===== src/rtl/spi_rd_sched.sv =====
// Two-port round-robin read scheduler that splits multi-byte reads into single-byte SPI engine transactions.
// Optional per-byte WAIT timeout abort is enabled with `define SPI_SCHED_TIMEOUT_EN.
module spi_rd_sched #(
  parameter int LEN_W   = 8,
  parameter int TIMEOUT = 1024
) (
  input  logic               clk,
  input  logic               rst_n,
  input  logic [1:0]         req_valid,
  output logic [1:0]         req_ready,
  input  logic [15:0]        req_cmd,
  input  logic [47:0]        req_addr,
  input  logic [5:0]         req_dummy,
  input  logic [2*LEN_W-1:0] req_len,
  output logic [1:0]         rsp_valid,
  output logic [7:0]         rsp_data,
  output logic               rsp_last,
  output logic               rsp_err,
  output logic               eng_start,
  output logic [7:0]         eng_cmd,
  output logic [23:0]        eng_addr,
  output logic [2:0]         eng_dummy,
  input  logic               eng_finish,
  input  logic [7:0]         eng_data
);

  typedef enum logic [1:0] {IDLE, ISSUE, WAIT} state_t;

  state_t           state;
  logic             ptr;
  logic             owner;
  logic [LEN_W-1:0] cnt;
  logic             grant_any;
  logic             grant_id;
  logic [LEN_W-1:0] len_sel;

  always_comb begin
    grant_any = 1'b0;
    grant_id  = 1'b0;
    case (req_valid)
      2'b01:   begin grant_any = 1'b1; grant_id = 1'b0; end
      2'b10:   begin grant_any = 1'b1; grant_id = 1'b1; end
      2'b11:   begin grant_any = 1'b1; grant_id = ~ptr; end
      default: ;
    endcase
  end

  // Ready is an in-cycle handshake with the IDLE grant; gated so it reads 0 while in reset.
  assign req_ready = (rst_n && state == IDLE && grant_any) ?
                     (grant_id ? 2'b10 : 2'b01) : 2'b00;

  assign len_sel = grant_id ? req_len[2*LEN_W-1:LEN_W] : req_len[LEN_W-1:0];

`ifdef SPI_SCHED_TIMEOUT_EN
  localparam int TW = $clog2(TIMEOUT) + 1;
  logic [TW-1:0] tcnt;
`else
  logic unused_cfg;
  assign unused_cfg = (TIMEOUT == 0);
  assign rsp_err    = 1'b0;
`endif

  always_ff @(posedge clk or negedge rst_n) begin
    if (!rst_n) begin
      state     <= IDLE;
      ptr       <= 1'b1;
      owner     <= 1'b0;
      cnt       <= '0;
      rsp_valid <= '0;
      rsp_data  <= '0;
      rsp_last  <= 1'b0;
      eng_start <= 1'b0;
      eng_cmd   <= '0;
      eng_addr  <= '0;
      eng_dummy <= '0;
`ifdef SPI_SCHED_TIMEOUT_EN
      rsp_err   <= 1'b0;
      tcnt      <= '0;
`endif
    end else begin
      eng_start <= 1'b0;
      rsp_valid <= '0;
      rsp_last  <= 1'b0;
`ifdef SPI_SCHED_TIMEOUT_EN
      rsp_err   <= 1'b0;
`endif
      case (state)
        IDLE: begin
          if (grant_any) begin
            ptr       <= grant_id;
            owner     <= grant_id;
            eng_cmd   <= grant_id ? req_cmd[15:8]    : req_cmd[7:0];
            eng_addr  <= grant_id ? req_addr[47:24]  : req_addr[23:0];
            eng_dummy <= grant_id ? req_dummy[5:3]   : req_dummy[2:0];
            cnt       <= (len_sel == '0) ? LEN_W'(1) : len_sel;
            eng_start <= 1'b1;
            state     <= ISSUE;
          end
        end
        ISSUE: begin
          state <= WAIT;
`ifdef SPI_SCHED_TIMEOUT_EN
          tcnt  <= '0;
`endif
        end
        WAIT: begin
          if (eng_finish) begin
            rsp_valid <= owner ? 2'b10 : 2'b01;
            rsp_data  <= eng_data;
            if (cnt == LEN_W'(1)) begin
              rsp_last <= 1'b1;
              cnt      <= '0;
              state    <= IDLE;
            end else begin
              cnt       <= cnt - LEN_W'(1);
              eng_addr  <= eng_addr + 24'd1;
              eng_start <= 1'b1;
              state     <= ISSUE;
            end
          end
`ifdef SPI_SCHED_TIMEOUT_EN
          // A finish arriving in the expiry cycle takes the branch above instead.
          else if (tcnt == TW'(TIMEOUT - 1)) begin
            rsp_valid <= owner ? 2'b10 : 2'b01;
            rsp_data  <= '0;
            rsp_last  <= 1'b1;
            rsp_err   <= 1'b1;
            cnt       <= '0;
            state     <= IDLE;
          end else begin
            tcnt <= tcnt + TW'(1);
          end
`endif
        end
        default: state <= IDLE;
      endcase
    end
  end

endmodule

===== config.mk =====
export PLATFORM = sky130hd
export DESIGN_NAME = spi_rd_sched
export DESIGN_NICKNAME = d
export VERILOG_FILES = /design/src/rtl/spi_rd_sched.sv
export SDC_FILE = /design/constraint.sdc
export NUM_CORES = 1
export LEC_CHECK = 0
export CAP_MARGIN = 20
export CORE_MARGIN = 2
export CORE_UTILIZATION = 32
export CTS_BUF_LIST = sky130_fd_sc_hd__clkbuf_8
export DETAILED_ROUTE_END_ITERATION = 10
export GPL_TIMING_DRIVEN = 0
export PLACE_DENSITY = 0.63
export REMOVE_ABC_BUFFERS = 1
export SYNTH_ARGS = -nofsm -noshare
export SYNTH_HDL_FRONTEND = slang
export SYNTH_SLANG_ARGS = --single-unit

===== constraint.sdc =====
create_clock -name clk -period 2.4 [get_ports clk]
set_input_delay 0.48 -clock clk [delete_from_list [all_inputs] [get_ports clk]]
set_output_delay 0.48 -clock clk [all_outputs]
set_load 0.05 [all_outputs]

**Word level (Yosys, flattened, before mapping)**

Cells that the tools add are included.

- Flip-flop bits (word level): 59
- Input bits: 99
- Output and inout bits: 50
- Word-level logic and storage cells: 65

- $add $sub $neg: 2
- Eq/ne operators: 9
- Muxes and demuxes: 31
- Bitwise logic cells: 1
- Reductions and logical operators: 11

Operator list:

| operator | count |
|---|---|
| two-way mux 24 bit | 4 |
| two-way mux 8 bit | 6 |
| case mux 24 bit (2 select lines) | 1 |
| adder 24 x 1 -> 24 bit, second input constant | 1 |
| case mux 8 bit (2 select lines) | 1 |
| two-way mux 2 bit | 7 |
| == test 8 x 1 -> 1 bit, second input constant | 1 |
| logical NOT 8 bit | 1 |
| two-way mux 1 bit | 8 |
| subtractor 8 x 1 -> 8 bit, second input constant | 1 |
| == test 2 bit, second input constant | 3 |
| != test 2 bit, second input constant | 3 |
| case mux 2 bit (3 select lines) | 1 |
| AND reduction 2 bit | 3 |
| == test 2 x 1 -> 1 bit, second input constant | 2 |
| case mux 1 bit (2 select lines) | 2 |
| AND reduction 4 bit | 1 |
| two-way mux 3 bit | 1 |
| AND reduction 3 bit | 1 |
| OR reduction 3 bit | 1 |
| logical AND 1 bit | 2 |
| logical NOT 2 bit | 1 |
| nonzero test 2 bit | 1 |
| NOT 1 bit | 1 |

**Depth between registers and ports, before layout**

- Depth after elaboration: 7
- Depth in mapped cells: 9
- Gate-level depth less buffers: 8

**Worst setup path after synthesis**

Ideal clock, no wire load.

- Kind: input-to-output
- Start point: input port req_valid[1]
- End point: output port req_ready[1]
- Arrival: 1.786 ns
- Data required time: 1.920 ns
- Setup slack: 0.134 ns
- Stages on the path: 4
- Path buffers: 2
- Cells stage by stage: a21boi_1 > buf_2 > buf_1 > and3_1

- Word-level cells in the longest chain between the ends: 5
- Elaborated cells between the ends (all ways): 9
- Classes of those cells: eq/ne (3); mux (4); reduce/logical (2)

Ends and longest elaborated chain:

| what | RTL line | source |
|---|---|---|
| start, declared | 9 | `input logic [1:0] req_valid,` |
| == test 2 bit / == test 2 x 1 -> 1 bit (equally long branches) | 40 | `case (req_valid)` |
| OR reduction 3 bit (no line) | n/a |  |
| two-way mux 1 bit | 40 |  |
| logical AND 1 bit | 49 | `assign req_ready = (rst_n && state == IDLE && grant_any) ?` |
| two-way mux 2 bit (*) | 49 |  |
| end, declared | 10 | `output logic [1:0] req_ready,` |

Every way passes the cells marked *; elsewhere a longest branch is shown, timed or not.

**Worst setup path after layout**

- Start point: register state[1]
- End point: output port req_ready[0]

- Word-level cells in the longest chain between the ends: 4

Ends and longest elaborated chain:

| what | RTL line | source |
|---|---|---|
| start, declared | 29 | `state_t state;` |
| start signal, assigned | 65 | `state <= IDLE;` |
| start signal, assigned | 97 | `state <= ISSUE;` |
| start signal, assigned | 101 | `state <= WAIT;` |
| logical NOT 2 bit | 49 |  |
| logical AND 1 bit (2 in series) | 49 |  |
| two-way mux 2 bit | 49 |  |

Every way passes these cells.

==> impl_metrics.ini <==
[clocking]
h-tree-depth = 3
clk_pin_slew_ps = 70
cts_buffers = 9
cts_buffer_depth = 2
root_buffer = clkbuf_8
cts_sinks = 59
cts_tree = yes
hold_buffers = 0
clk_latency_ps = 330

[status]
violations = negative setup slack
outcome = finished, violations left

[drt]
ant_nets = 0
vias_per_cell = 5.44
vias = 3808
drt_wl_total_mm = 12.7
drc_errors = 0
drtIter0Drc = 235
first_pass_iters = 5
drt-wirelength-per-cell_um = 18.1

[die]
io_pins = 149
die_w_um = 110
die_y_um = 110
fp.dieArea_um2 = 12000
core_area_um2 = 10800
rows = 38
start_util_pct = 32.9

[sta]
report.final.slew_viol_count = 0
finClkSkew_ps = 8.33
finalHoldViolations = 0
slew_headroom_pct = 39.9
period_share_pct = 100
worst_pin_slew_ps = 897
rsz0062_at_grt = true
setup_viol = 1
setup_ws_ps = -6.61
setup-tns-final_ps = -6.61
fmax_mhz = 416
fin_crit_ps = 2410

[setup_path]
slowest_stage = dfrtp_1
arrival_ps = 1930
worstRegToRegCells = 8
slowest_delay_ps = 500
crit_family = flip-flops
crit_fanout = 13
critPathLaunchType = register
r2r_slack_ps = 180
crit_required_ps = 1920
worstSetupEndpointType = output pin
path_class = reg2out
path_cells = nor2_4 -> o21a_4 -> and3_1 -> clkdlybuf4s18_2
r2r_start = cnt[1]
r2r_end = eng_addr[16]
path_buf_inv = 1

[finish]
final_core_util_pct = 50.3
antenna_cells = 0
area_growth_pct = 52.9
final_cells = 700
final_area_um2 = 5450
drive_above_1_share_pct = 9.64
nNetsFinal = 658

[power_and_ir_drop]
leakagePower_nw = 2.20
powerDensity_nw_per_um2 = 1410
ir_drop_uv = 709

[global_routing]
grt_util_all_layers_pct = 20.4
grt_max_degree = 62
grt-ovfl-total = 0
grt_pass1_wl_mm = 18.8
antenna_found_initial = 0
grt_pass1_vias = 3703

[place]
dp_slack_ps = -1150
place_congestion = 0.827
io_buffers = 147
dp.cells = 676
postPlaceCellArea_um2 = 5120
dpl.hpwl_mm = 7.79

[synth]
synth-edff-count = 0
syn_area_per_cell_um2 = 8.59
ys_seq_area_share_pct = 41.5
synth_flop_cell = dfrtp_1
syn-cell-area_um2 = 3560
async_flop_share_pct = 100
synthCells = 415
yosysWarnings = 0
synth_cell_types = 55
ys_ff_latch = 59

[flow_run]
cap_viol_max_count = 0

[min_path]
hold_path_class = in2async
power by group:
| group | switching (mW) | internal (mW) |
|---|---|---|
| logic | 2.90 | 1.73 |
| registers | 0.564 | 1.49 |
| clock network | 0.392 | 0.585 |
cell families (layout without fill, tap and decap cells):
logic type / count (synthesis) / in the layout / share of synthesized area, %
buffers and inverters: 35 / 175 / 4.88
AND/OR/NAND/NOR: 180 / 181 / 24.2
multiplexers: 20 / 20 / 5.90
AO/OA/AOI/OAI: 117 / 121 / 22.4
other: 1 / 1 / 0.105
flip-flops: 59 / 59 / 41.5
adder cells (fa/ha/maj): 3 / 3 / 1.05
per-stage QoR:
step | total power, mW | hold WS [ps]
6_report | 7.66 | 231
5_1_grt | 8.14 | 291
4_1_cts | 7.61 | 265
3_5_place_dp | 6.44 | 443
3_3_place_gp | 6.33 | 442
2_1_floorplan | 4.87 | 184
area by class of cell:
| cell class | instances | area, um^2 |
|---|---|---|
| Clock buffer | 13 | 179 |
| Clock inverter | 2 | 33.8 |
| Fill cell | 1051 | 5390 |
| Inverter | 7 | 28.8 |
| Multi-Input combinational cell | 326 | 2010 |
| Sequential cell | 59 | 1480 |
| Tap cell | 140 | 175 |
| Timing Repair Buffer | 153 | 1550 |
placed cells by master (no fill, tap or decap), types with 2 or more instances in the layout:
master           synthesis  final
a31oi_1                 17     17
clkdlybuf4s50_1          0    142
nor2b_1                  3      2
o32ai_1                  4      4
a21bo_2                  1      2
and4_1                   3      3
nand3_1                 18     18
a22o_1                   8      8
nor2_1                  39     38
and2_1                   2      2
inv_1                    6      7
a21oi_1                 28     28
and3_1                   7      7
o21ai_0                 23     23
dfrtp_1                 58     58
ha_1                     3      3
a41oi_1                  2      2
nand2b_1                 3      2
o22a_1                  11     11
mux2_2                   8      8
nand2b_4                 1      2
mux2i_1                 12     12
nor4_1                   5      5
a211o_1                  2      2
buf_4                    2      4
clkdlybuf4s18_2          0      2
o32a_1                   2      2
nand2_1                 69     69
a32oi_1                  5      5
clkbuf_8                 0     13
nand4_1                 10     10
nor3_1                  14     14
a211oi_1                 3      3
repair_timing:
action,CTS,global route
buffers inserted,3,0
pin swaps,2,0
gates cloned,3,2
gates resized for setup,15,5
endpoints found under the setup margin,33,16
routing by layer:
metal	GRT usage, %	routed length (um)	share of wire, %	vias up
met4	4.79	61	0.48	0
met3	4.98	945	7.4	6
met5	0	0	0	-
met2	33.7	5920	47	166
li1	-	-	-	1818
met1	26.9	5780	45	1818
worst register-to-register path, stage by stage, from the launching register on:
cell	delay (ps)
dfrtp_1	400
inv_1	110
ha_1	150
or3b_4	390
nand2b_4	200
a31oi_2	510
buf_6	240
a21oi_1	50
a21oi_1	110
synthesized netlist by cell type (10+ instances only):
| cell type | n | area share (%) |
|---|---|---|
| nand2_1 | 69 | 7.3 |
| dfrtp_1 | 58 | 41 |
| nor2_1 | 39 | 4.1 |
| a21oi_1 | 28 | 3.9 |
| o21ai_0 | 23 | 3.2 |
| nand3_1 | 18 | 2.5 |
| a31oi_1 | 17 | 3.0 |
| nor3_1 | 14 | 2.0 |
| clkbuf_1 | 13 | 1.4 |
| mux2i_1 | 12 | 3.4 |
| o22a_1 | 11 | 2.7 |
| nand4_1 | 10 | 1.8 |
sequential cells by signal, summed over array words and instances, names as in the netlist:
name       cells
cnt            8
rsp_valid      2
ptr            1
eng_cmd        8
eng_dummy      3
eng_addr      24
state          2
owner          1
rsp_last       1
eng_start      1
rsp_data       8
worst max path at each step:
stage,from,endpoint,slack [ps],cells past startpoint
global route,state[1],req_ready[0],-100,4
CTS,state[1],req_ready[0],-60,4
floorplan,state[1],eng_addr[8],-490,5
detailed placement,req_valid[0],req_ready[0],-1150,4
finish,state[1],req_ready[0],-7,4
global placement,req_valid[1],req_ready[1],-2420,4
Note: power is estimated with default switching activity, not from simulation.
